File: src/rtl/stream_demux_1x2_if.sv
// ---------------------------------------------------------------------------
// stream_demux_1x2_if
//
// Bundles the handshake and data signals of the 1-to-2 stream demultiplexer.
//
// Signals:
//   in_valid / in_ready / in_data / in_sel  upstream beat, handshake, payload
//                                           and destination select
//   out0_valid / out0_ready / out0_data     destination 0 stream
//   out1_valid / out1_ready / out1_data     destination 1 stream
//   cnt0 / cnt1                             per-destination accepted-beat
//                                           debug counters
//
// Modports:
//   slave  - the demux itself (consumes input beats, produces outputs)
//   master - the environment around it (producer plus both consumers)
// ---------------------------------------------------------------------------
interface stream_demux_1x2_if #(
    parameter int N     = 8,
    parameter int CNT_W = 8
);
    logic             in_valid;
    logic             in_ready;
    logic [N-1:0]     in_data;
    logic             in_sel;

    logic             out0_valid;
    logic             out0_ready;
    logic [N-1:0]     out0_data;

    logic             out1_valid;
    logic             out1_ready;
    logic [N-1:0]     out1_data;

    logic [CNT_W-1:0] cnt0;
    logic [CNT_W-1:0] cnt1;

    modport slave (
        input  in_valid,
        output in_ready,
        input  in_data,
        input  in_sel,
        output out0_valid,
        input  out0_ready,
        output out0_data,
        output out1_valid,
        input  out1_ready,
        output out1_data,
        output cnt0,
        output cnt1
    );

    modport master (
        output in_valid,
        input  in_ready,
        output in_data,
        output in_sel,
        input  out0_valid,
        output out0_ready,
        input  out0_data,
        input  out1_valid,
        output out1_ready,
        input  out1_data,
        input  cnt0,
        input  cnt1
    );
endinterface

File: src/rtl/stream_demux_1x2.sv
// ---------------------------------------------------------------------------
// stream_demux_1x2
//
// Registered 1-to-2 stream demultiplexer. Each accepted input beat is steered
// by in_sel into a one-entry holding register in front of out0 or out1, so
// the two consumers back-pressure independently. The beat appears on its
// output one cycle after acceptance. Per-output counters record how many beats
// have been accepted toward each destination.
//
// Ports:
//   clk    rising-edge clock for all state
//   rst_n  synchronous active-low reset; empties both slots, clears the data
//          registers and the counters, and forces in_ready low
//   bus    stream_demux_1x2_if.slave carrying the input stream, both output
//          streams and the two beat counters
// ---------------------------------------------------------------------------
module stream_demux_1x2 #(
    parameter int N     = 8,
    parameter int CNT_W = 8
) (
    input  logic                     clk,
    input  logic                     rst_n,
    stream_demux_1x2_if.slave        bus
);

    typedef enum logic {
        EMPTY = 1'b0,
        FULL  = 1'b1
    } slot_state_t;

    slot_state_t      slot0_state;
    slot_state_t      slot0_next;
    slot_state_t      slot1_state;
    slot_state_t      slot1_next;

    logic [N-1:0]     slot0_data;
    logic [N-1:0]     slot1_data;
    logic [CNT_W-1:0] cnt0_q;
    logic [CNT_W-1:0] cnt1_q;

    logic             free0;
    logic             free1;
    logic             in_ready_int;
    logic             accept;
    logic             load0;
    logic             load1;

    // A slot can take a new beat when it is empty or when its consumer is
    // draining it this very cycle; the latter is what allows one beat per
    // cycle of sustained throughput to a single output.
    assign free0 = (slot0_state == EMPTY) || bus.out0_ready;
    assign free1 = (slot1_state == EMPTY) || bus.out1_ready;

    // Readiness looks only at the selected slot and never at in_valid, so the
    // producer may legally wait for ready before raising valid. Holding it low
    // during reset keeps the producer from believing a beat was taken.
    assign in_ready_int = rst_n && (bus.in_sel ? free1 : free0);
    assign accept       = bus.in_valid && in_ready_int;
    assign load0        = accept && !bus.in_sel;
    assign load1        = accept &&  bus.in_sel;

    // Slot occupancy registers. Reset discards whatever was buffered.
    always_ff @(posedge clk) begin
        if (!rst_n) begin
            slot0_state <= EMPTY;
            slot1_state <= EMPTY;
        end else begin
            slot0_state <= slot0_next;
            slot1_state <= slot1_next;
        end
    end

    // Occupancy next-state: a load always leaves the slot FULL (covering the
    // simultaneous drain-and-refill case); otherwise a FULL slot empties only
    // when its consumer is ready.
    always_comb begin
        slot0_next = slot0_state;
        slot1_next = slot1_state;

        if (load0) begin
            slot0_next = FULL;
        end else if ((slot0_state == FULL) && bus.out0_ready) begin
            slot0_next = EMPTY;
        end

        if (load1) begin
            slot1_next = FULL;
        end else if ((slot1_state == FULL) && bus.out1_ready) begin
            slot1_next = EMPTY;
        end
    end

    // Payload registers only change on a load, which keeps the output data
    // stable for as long as a stalled consumer holds ready low.
    always_ff @(posedge clk) begin
        if (!rst_n) begin
            slot0_data <= '0;
            slot1_data <= '0;
        end else begin
            if (load0) begin
                slot0_data <= bus.in_data;
            end
            if (load1) begin
                slot1_data <= bus.in_data;
            end
        end
    end

    // Debug counters track accepted beats (not drained ones) and wrap freely.
    always_ff @(posedge clk) begin
        if (!rst_n) begin
            cnt0_q <= '0;
            cnt1_q <= '0;
        end else begin
            if (load0) begin
                cnt0_q <= cnt0_q + CNT_W'(1);
            end
            if (load1) begin
                cnt1_q <= cnt1_q + CNT_W'(1);
            end
        end
    end

    // All output-side signals come straight from registers; there is no
    // combinational path from in_data to either output.
    assign bus.in_ready   = in_ready_int;
    assign bus.out0_valid = (slot0_state == FULL);
    assign bus.out0_data  = slot0_data;
    assign bus.out1_valid = (slot1_state == FULL);
    assign bus.out1_data  = slot1_data;
    assign bus.cnt0       = cnt0_q;
    assign bus.cnt1       = cnt1_q;

endmodule

File: src/flat_wrapper.sv
// flat-port wrapper written by rule: the top's interface ports become plain ports
module stream_demux_1x2_flat 
#(
    parameter int N     = 8,
    parameter int CNT_W = 8
)
  (clk, rst_n, bus_in_valid, bus_in_ready, bus_in_data, bus_in_sel, bus_out0_valid, bus_out0_ready, bus_out0_data, bus_out1_valid, bus_out1_ready, bus_out1_data, bus_cnt0, bus_cnt1);
  stream_demux_1x2_if #(.N(N), .CNT_W(CNT_W)) bus_i ();
  input  logic clk;
  input  logic rst_n;
  input wire logic [$bits(bus_i.in_valid)-1:0] bus_in_valid;
  output wire logic [$bits(bus_i.in_ready)-1:0] bus_in_ready;
  input wire logic [$bits(bus_i.in_data)-1:0] bus_in_data;
  input wire logic [$bits(bus_i.in_sel)-1:0] bus_in_sel;
  output wire logic [$bits(bus_i.out0_valid)-1:0] bus_out0_valid;
  input wire logic [$bits(bus_i.out0_ready)-1:0] bus_out0_ready;
  output wire logic [$bits(bus_i.out0_data)-1:0] bus_out0_data;
  output wire logic [$bits(bus_i.out1_valid)-1:0] bus_out1_valid;
  input wire logic [$bits(bus_i.out1_ready)-1:0] bus_out1_ready;
  output wire logic [$bits(bus_i.out1_data)-1:0] bus_out1_data;
  output wire logic [$bits(bus_i.cnt0)-1:0] bus_cnt0;
  output wire logic [$bits(bus_i.cnt1)-1:0] bus_cnt1;
  assign bus_i.in_valid = bus_in_valid;
  assign bus_in_ready = bus_i.in_ready;
  assign bus_i.in_data = bus_in_data;
  assign bus_i.in_sel = bus_in_sel;
  assign bus_out0_valid = bus_i.out0_valid;
  assign bus_i.out0_ready = bus_out0_ready;
  assign bus_out0_data = bus_i.out0_data;
  assign bus_out1_valid = bus_i.out1_valid;
  assign bus_i.out1_ready = bus_out1_ready;
  assign bus_out1_data = bus_i.out1_data;
  assign bus_cnt0 = bus_i.cnt0;
  assign bus_cnt1 = bus_i.cnt1;
  stream_demux_1x2 #(.N(N), .CNT_W(CNT_W)) u_core (.clk(clk), .rst_n(rst_n), .bus(bus_i));
endmodule
File: config.mk
export PLATFORM = sky130hd
export DESIGN_NAME = stream_demux_1x2_flat
export DESIGN_NICKNAME = d
export VERILOG_FILES = /design/src/rtl/stream_demux_1x2_if.sv /design/src/rtl/stream_demux_1x2.sv /design/src/flat_wrapper.sv
export SDC_FILE = /design/constraint.sdc
export NUM_CORES = 1
export LEC_CHECK = 0
export BUFFER_PORTS_ARGS = -buffer_cell sky130_fd_sc_hd__buf_4
export CAP_MARGIN = 20
export CELL_PAD_IN_SITES_DETAIL_PLACEMENT = 2
export CELL_PAD_IN_SITES_GLOBAL_PLACEMENT = 2
export CORE_MARGIN = 5
export CORE_UTILIZATION = 28
export DETAILED_ROUTE_END_ITERATION = 10
export PLACE_DENSITY_LB_ADDON = 0.05
export SLEW_MARGIN = 20
export SYNTH_ARGS = -nofsm -noshare
export SYNTH_HDL_FRONTEND = slang
export SYNTH_SLANG_ARGS = --single-unit
export TNS_END_PERCENT = 100
File: constraint.sdc
create_clock -name clk -period 2.25 [get_ports clk]
set_clock_uncertainty 0.1 [all_clocks]
set_input_delay 0.1125 -clock clk [delete_from_list [all_inputs] [get_ports clk]]
set_output_delay 0.1125 -clock clk [all_outputs]
set_load 0.01 [all_outputs]
# Word-level counts from Yosys, hierarchy flattened
# Index checks and enable logic that the tools add are counted.
[word_totals] regBits=34 latch_bits=0 ramBits=0 romBits=0 in_bits=14 out_inout_bits=35 word_cells=26 memories=0
[classes] addsub=2 n_mul=0 div=0 magnitude_cmp=0 eq_ne=0 n_shift=0 mux=5 n_bitwise=2 n_reduce_logical=11
[op_table] cell="adder 8 x 1 -> 8 bit, second input constant" n=2
[op_table] cell="logical AND 1 bit" n=6
[op_table] cell="2-to-1 mux 1 bit" n=5
[op_table] cell="nonzero test 2 bit" n=2
[op_table] cell="logical OR 1 bit" n=2
[op_table] cell="inverter 1 bit" n=2
[op_table] cell="logical NOT 1 bit" n=1

# Logic depth before layout (Yosys ltp)
# Gate-level depths: netlist of run 1.
[logic_depth] depth_word=7 mapped_depth=6

# Worst setup path before layout of run 1
# Ideal clock, no wire load.
[synth_path] kind="register -> register" startpoint="register u_core.slot0_state (netlist: u_core.bus.out0_valid)" endpoint="register u_core.cnt0_q[5] (netlist: u_core.bus.cnt0[5])" setup_ns=0.071 t_arrival_ns=1.460 path_slack_ns=0.619 path_stages_with_launch=5 cell_sequence="dfxtp_1 -> nor2b_1 -> or3_4 -> or4_1 -> a21oi_1"
[synth_between] elab_chain_len=6
[synth_lines] item="start: declaration" line_no="stream_demux_1x2.sv:31" source="slot_state_t slot0_state;"
[synth_lines] item="start signal: assignment" line_no="stream_demux_1x2.sv:68" source="slot0_state <= slot0_next;"
[synth_lines] item="inverter 1 bit" line_no="stream_demux_1x2.sv:51" source="assign free0 = (slot0_state == EMPTY) || bus.out0_ready;"
[synth_lines] item="logical OR 1 bit" line_no="stream_demux_1x2.sv:51"
[synth_lines] item="2-to-1 mux 1 bit" line_no="stream_demux_1x2.sv:57" source="assign in_ready_int = rst_n && (bus.in_sel ? free1 : free0);"
[synth_lines] item="logical AND 1 bit" line_no="stream_demux_1x2.sv:57"
[synth_lines] item="logical AND 1 bit" line_no="stream_demux_1x2.sv:58" source="assign accept = bus.in_valid && in_ready_int;"
[synth_lines] item="logical AND 1 bit" line_no="stream_demux_1x2.sv:59" source="assign load0 = accept && !bus.in_sel;"
[synth_lines] item="end signal: assignment" line_no="stream_demux_1x2.sv:116" source="cnt0_q <= cnt0_q + CNT_W'(1);"
[synth_lines] item="end: declaration" line_no="stream_demux_1x2.sv:38" source="logic [CNT_W-1:0] cnt0_q;"
# Every way passes these cells.
# A chain may end at the register's enable or synchronous reset.

# Worst setup path in the final report of run 1
# Same ends and word-level chain as after synthesis.

==> results of run 1 <==
==> registers in the layout, summed over array words and instances, names as in the netlist <==
| register | count |
|---|---|
| u_core.bus.out0_valid | 1 |
| u_core.bus.out0_data | 8 |
| u_core.bus.out1_valid | 1 |
| u_core.bus.cnt0 | 8 |
| u_core.bus.out1_data | 8 |
| u_core.bus.cnt1 | 8 |
==> worst paths after layout <==
kind / from / to / slack (ps) / cells past startpoint
max: u_core.bus.out0_valid$_SDFFE_PN0P_ / u_core.bus.cnt0[5]$_SDFFE_PN0P_ / 540 / 4
min: rst_n / u_core.bus.cnt1[7]$_SDFFE_PN0P_ / 70 / 3
max reg2reg: u_core.bus.out0_valid$_SDFFE_PN0P_ / u_core.bus.cnt0[5]$_SDFFE_PN0P_ / 540 / 4
min reg2reg: u_core.bus.out1_data[3]$_SDFFE_PN0P_ / u_core.bus.out1_data[3]$_SDFFE_PN0P_ / 360 / 2
==> layout by cell type (no fill, tap or decap), types with 3 or more instances in the layout <==
master          n
nand4_1         3
clkbuf_8        5
nand3_1         7
buf_4          53
nor2_1         19
nor4_1          3
dlygate4sd3_1   8
a21oi_1        12
xnor2_1         7
dfxtp_1        34
mux2i_1        14
nor4b_1         3
nand2_1        30
==> cell type report <==
cell class | instances | area [um^2]
Sequential cell | 34 | 681
Clock inverter | 2 | 10.0
Tap cell | 67 | 83.8
Fill cell | 532 | 2780
Multi-Input combinational cell | 114 | 683
Timing Repair Buffer | 61 | 478
Inverter | 1 | 3.75
Clock buffer | 5 | 68.8
==> cell families (layout without fill, tap and decap cells) <==
kind of cell             count (synthesis)  in the layout  share of synthesized area, %
AND/OR/NAND/NOR                         76             76                          26.1
adder cells (fa/ha/maj)                  2              2                          1.78
flip-flops                              34             34                          48.5
XOR/XNOR                                 7              7                          4.37
buffers and inverters                    9             69                          3.21
AO/OA/AOI/OAI                           15             15                          6.06
multiplexers                            14             14                          9.98
==> Yosys cell counts <==
| cell type | n | area share [%] |
|---|---|---|
| dfxtp_1 | 34 | 48 |
| nand2_1 | 30 | 8.0 |
| nor2_1 | 19 | 5.1 |
| mux2i_1 | 14 | 10 |
| a21oi_1 | 12 | 4.3 |
| nand3_1 | 7 | 2.5 |
| xnor2_1 | 7 | 4.4 |
| buf_2 | 3 | 1.1 |
| clkbuf_1 | 3 | 0.80 |
| nand4_1 | 3 | 1.3 |
| nor4_1 | 3 | 1.3 |
| nor4b_1 | 3 | 1.9 |
| ha_1 | 2 | 1.8 |
| nor2b_1 | 2 | 0.89 |
| buf_1 | 1 | 0.27 |
| buf_6 | 1 | 0.80 |
| inv_1 | 1 | 0.27 |
| nand2_4 | 1 | 0.80 |
| nand2b_1 | 1 | 0.45 |
| nand4b_1 | 1 | 0.62 |
| nor3_1 | 1 | 0.36 |
| nor3b_1 | 1 | 0.53 |
| o311ai_0 | 1 | 0.62 |
| o31ai_1 | 1 | 0.53 |
| o41ai_1 | 1 | 0.62 |
| or2_2 | 1 | 0.45 |
| or2b_1 | 1 | 0.53 |
| or3_4 | 1 | 0.80 |
| or4_1 | 1 | 0.53 |
==> worst min-delay path, stage by stage <==
cell and delay (ps):
buf_4 160, nand2_1 80, mux2i_1 50
==> per-layer routing <==
metal,vias up,share of wire [%]
li1,650,-
met1,640,44
met2,31,48
met3,5,7.2
met4,0,1.3
met5,-,0
==> stage by stage <==
stage	utilization (%)	cells	setup WS [ps]
finish	42.0	284	536
global route	42.0	284	363
CTS	42.0	284	530
detailed placement	38.6	269	552
global placement	38.6	269	612
floorplan	-	157	619
==> what timing repair did <==
item,in CTS,in global routing
hold buffers,8,0
setup buffers,0,0
gates resized for setup,0,0
hold endpoints to repair,14,0
==> report_power, final <==
part | switching [W] | leakage (nW) | total, W | internal (W)
registers | 0.0000110 | 0.275 | 0.000626 | 0.000615
clock network | 0.000211 | 0.0438 | 0.000418 | 0.000207
logic | 0.0000610 | 0.508 | 0.000126 | 0.0000650
==> impl_metrics.tcl, run 1 <==
set metrics [dict create \
    syn-cell-area_um2 1400 \
    clk_pin_slew_ps 70 \
    path_buf_inv 0 \
    vias_per_cell 4.67 \
    final_area_um2 2010 \
    detail_route.wl_per_cell_um 15.1 \
    fin_setup_tns_ps 0 \
    path_class "register to register" \
    grt.overflow.total 0 \
    hold_class "input port to register" \
    layout_min_cycle_time_ps 1710 \
    cp-end-kind "register" \
    syn2layout_area_growth_pct 43.0 \
    p_leak_nw 0.827 \
    ant_nets 0 \
    drcViolationCount 0 \
    slowest_stage "or4_1" \
    fp.dieH_um 80.8 \
    grt_pass1_wl_mm 7.10 \
    num_io_pins 49 \
    critPathTopFamily "simple AND/OR/NAND/NOR gates" \
    worstSkewPairLatency_ps 280 \
    grtUsageMet2_pct 22.6 \
    grt_util_met3_pct 5.43 \
    peakVddDrop_mv 0.266 \
    die-area_um2 6530 \
    wl_mm 4.28 \
    start_util_pct 29.3 \
    cts_buffers 5 \
    grt_pass1_vias 1470 \
    required_ps 2350 \
    max_freq_mhz 583 \
    drtIter0Drc 29 \
    antenna_found_initial 0 \
    power_w 0.00117 \
    avgSynthCellArea_um2 8.94 \
    cts-htree-levels 2 \
    rows 25 \
    status "completed" \
    grt-busiest-layer "met2" \
    rsz0062_at_grt "no" \
    final.period_utilization_pct 76.2 \
    grt_max_degree 15 \
    diodes 0 \
    hpwl_mm 3.30 \
    slew_headroom_pct 61.9 \
    hold_violations 0 \
    layout.nets 233 \
    cap_violations 0 \
    tritoncts "built" \
    yosysUniqueCellTypes 29 \
    powerDensity_nw_per_um2 583 \
    synth_seq_cells 34 \
    yosys_warnings 0 \
    syn_nets 173 \
    cts_sinks 34 \
    ys_seq_area_share_pct 48.5 \
    critPathLaunchType "register" \
    cts.path.max_buffers 2 \
    coreArea_um2 4790 \
    cp_data_arrival_time_ps 1810 \
    dieWidth_um 80.8 \
    tightest_slew_ps 570 \
    maxSlewViolCount 0 \
    drtPass1Iterations 4 \
    postPlaceCellArea_um2 1850 \
    vias 1326 \
    grtUsageTotal_pct 13.9 \
    met1_usage_pct 16.8 \
    cts_root_buf "clkbuf_8" \
    drive_gt1_share_pct 29.5 \
    routabilityCongestion 0.772 \
    timing.hold.ws_ps 68.9 \
    setup_viol 0 \
    critical_path_peak_fanout 7 \
    io_buffers 48 \
    max_stage_delay_ps 460 \
    syn_inst 157 \
    path_cells "nor2b_1 -> or3_4 -> or4_1 -> a21oi_1" \
]
(Power assumes the default switching activity.)
==> run 2, diff against run 1 <==
==> constraint.sdc (replaced) <==
create_clock -name clk -period 1.6 [get_ports clk]
set_clock_uncertainty 0.1 [all_clocks]
set_input_delay 0.08 -clock clk [delete_from_list [all_inputs] [get_ports clk]]
set_output_delay 0.08 -clock clk [all_outputs]
set_load 0.01 [all_outputs]
==> impl_metrics.tcl, run 2 (synthesized netlist as in run 1, its figures left out) <==
set metrics [dict create \
    status "completed" \
    dp_cells 275 \
    final.period_utilization_pct 95.2 \
    final_common_cell "buf_4" \
    layout.nets 239 \
    cts-htree-levels 2 \
    peakVddDrop_mv 0.482 \
    coreArea_um2 4790 \
    io_buffers 48 \
    diodes 0 \
    grt_max_degree 17 \
    dieWidth_um 80.8 \
    rows 25 \
    final_cell_mix "buf_4, dfxtp_1, nand2_1" \
    cts.path.max_buffers 2 \
    rsz0062_at_grt "no" \
    cp_data_arrival_time_ps 1650 \
    grt.overflow.total 0 \
    required_ps 1720 \
    maxSlewViolCount 0 \
    grt_pass1_wl_mm 7.47 \
    worstSkewPairLatency_ps 280 \
    tightest_slew_ps 380 \
    layout_min_cycle_time_ps 1520 \
    detail_route.wl_per_cell_um 15.2 \
    cts_root_buf "clkbuf_8" \
    vias_per_cell 4.60 \
    cp-end-kind "register" \
    setup_slack_ps 76.3 \
    dp_worst_setup_slack_ps 6.03 \
    wl_mm 4.42 \
    vias 1339 \
    clk_pin_slew_ps 70 \
    syn2layout_area_growth_pct 49.0 \
    powerDensity_nw_per_um2 825 \
    max_freq_mhz 656 \
    setup_viol 0 \
    hold_class "input port to register" \
    drtPass1Iterations 4 \
    fin_setup_tns_ps 0 \
    start_util_pct 29.3 \
    ant_nets 0 \
    routabilityCongestion 0.755 \
    num_io_pins 49 \
    path_class "register to register" \
    slew_headroom_pct 74.3 \
    final_cells 291 \
    cap_violations 0 \
    die-area_um2 6530 \
    tritoncts "built" \
    fp.dieH_um 80.8 \
    critPathLaunchType "register" \
    timing.hold.ws_ps 53.5 \
    grt_pass1_vias 1498 \
    drtIter0Drc 41 \
    drive_gt1_share_pct 33.5 \
    grtUsageTotal_pct 14.9 \
    cts_sinks 34 \
    drcViolationCount 0 \
    hpwl_mm 3.38 \
    antenna_found_initial 0 \
    p_leak_nw 0.867 \
    hold_violations 0 \
    critical_path_peak_fanout 3 \
    cts_buffers 5 \
]
[run 2: through the flow]
step	cell area, um^2	util, %	power (W)
final	2090	43.7	0.00173
after CTS	2080	43.4	0.00176
after floorplan	1410	-	0.000978
after global placement	1900	39.7	0.00107
after global routing	2090	43.7	0.00182
after detailed placement	1900	39.7	0.00108
[run 2: worst max-delay path, stage by stage (launching register included)]
cell	delay, ps
dfxtp_2	320
nor2b_4	120
or3_4	370
or4_4	430
a21oi_2	140
[run 2: cell type report]
cell class / count / area [um^2]
Fill cell: 527 / 2690
Multi-Input combinational cell: 114 / 704
Sequential cell: 34 / 682
Timing Repair Buffer: 67 / 527
Clock buffer: 7 / 86.3
Tap cell: 67 / 83.8
Clock inverter: 1 / 5.00
Inverter: 1 / 3.75
[run 2: worst paths after layout]
path / startpoint / to / slack [ps] / cells after the start
worst min register to register: u_core.bus.out1_data[4]$_SDFFE_PN0P_ / u_core.bus.out1_data[4]$_SDFFE_PN0P_ / 370 / 2
worst min-delay path: bus_out1_ready / u_core.bus.out1_valid$_SDFFE_PN0P_ / 50 / 3
worst max register to register: u_core.bus.out0_valid$_SDFFE_PN0P_ / u_core.bus.cnt0[5]$_SDFFE_PN0P_ / 80 / 4
worst max-delay path: u_core.bus.out0_valid$_SDFFE_PN0P_ / u_core.bus.cnt0[5]$_SDFFE_PN0P_ / 80 / 4
[run 2: repair_timing]
item | 4_1_cts | 5_1_grt
endpoints found under the setup margin | 2 | 2
gates resized for setup | 1 | 5
pin swaps | 1 | 3
hold buffers | 8 | 0
endpoints found under the hold margin | 15 | 0
setup buffers | 0 | 0
[run 2: per-layer routing]
| metal | share of wire [%] | wire length [um] | GRT usage [%] | vias to the layer above |
|---|---|---|---|---|
| met4 | 0.61 | 27 | 4.05 | 0 |
| met2 | 49 | 2180 | 25.0 | 32 |
| li1 | - | - | - | 662 |
| met1 | 44 | 1930 | 17.9 | 640 |
| met3 | 6.6 | 293 | 5.43 | 5 |
| met5 | 0 | 0 | 0 | - |
[run 2: where the power goes]
part,switching [W],internal (W),leakage [nW]
logic,0.0000974,0.000102,0.543
registers,0.0000110,0.000866,0.276
clock network,0.000303,0.000347,0.0482
total,0.000411,0.00131,0.867
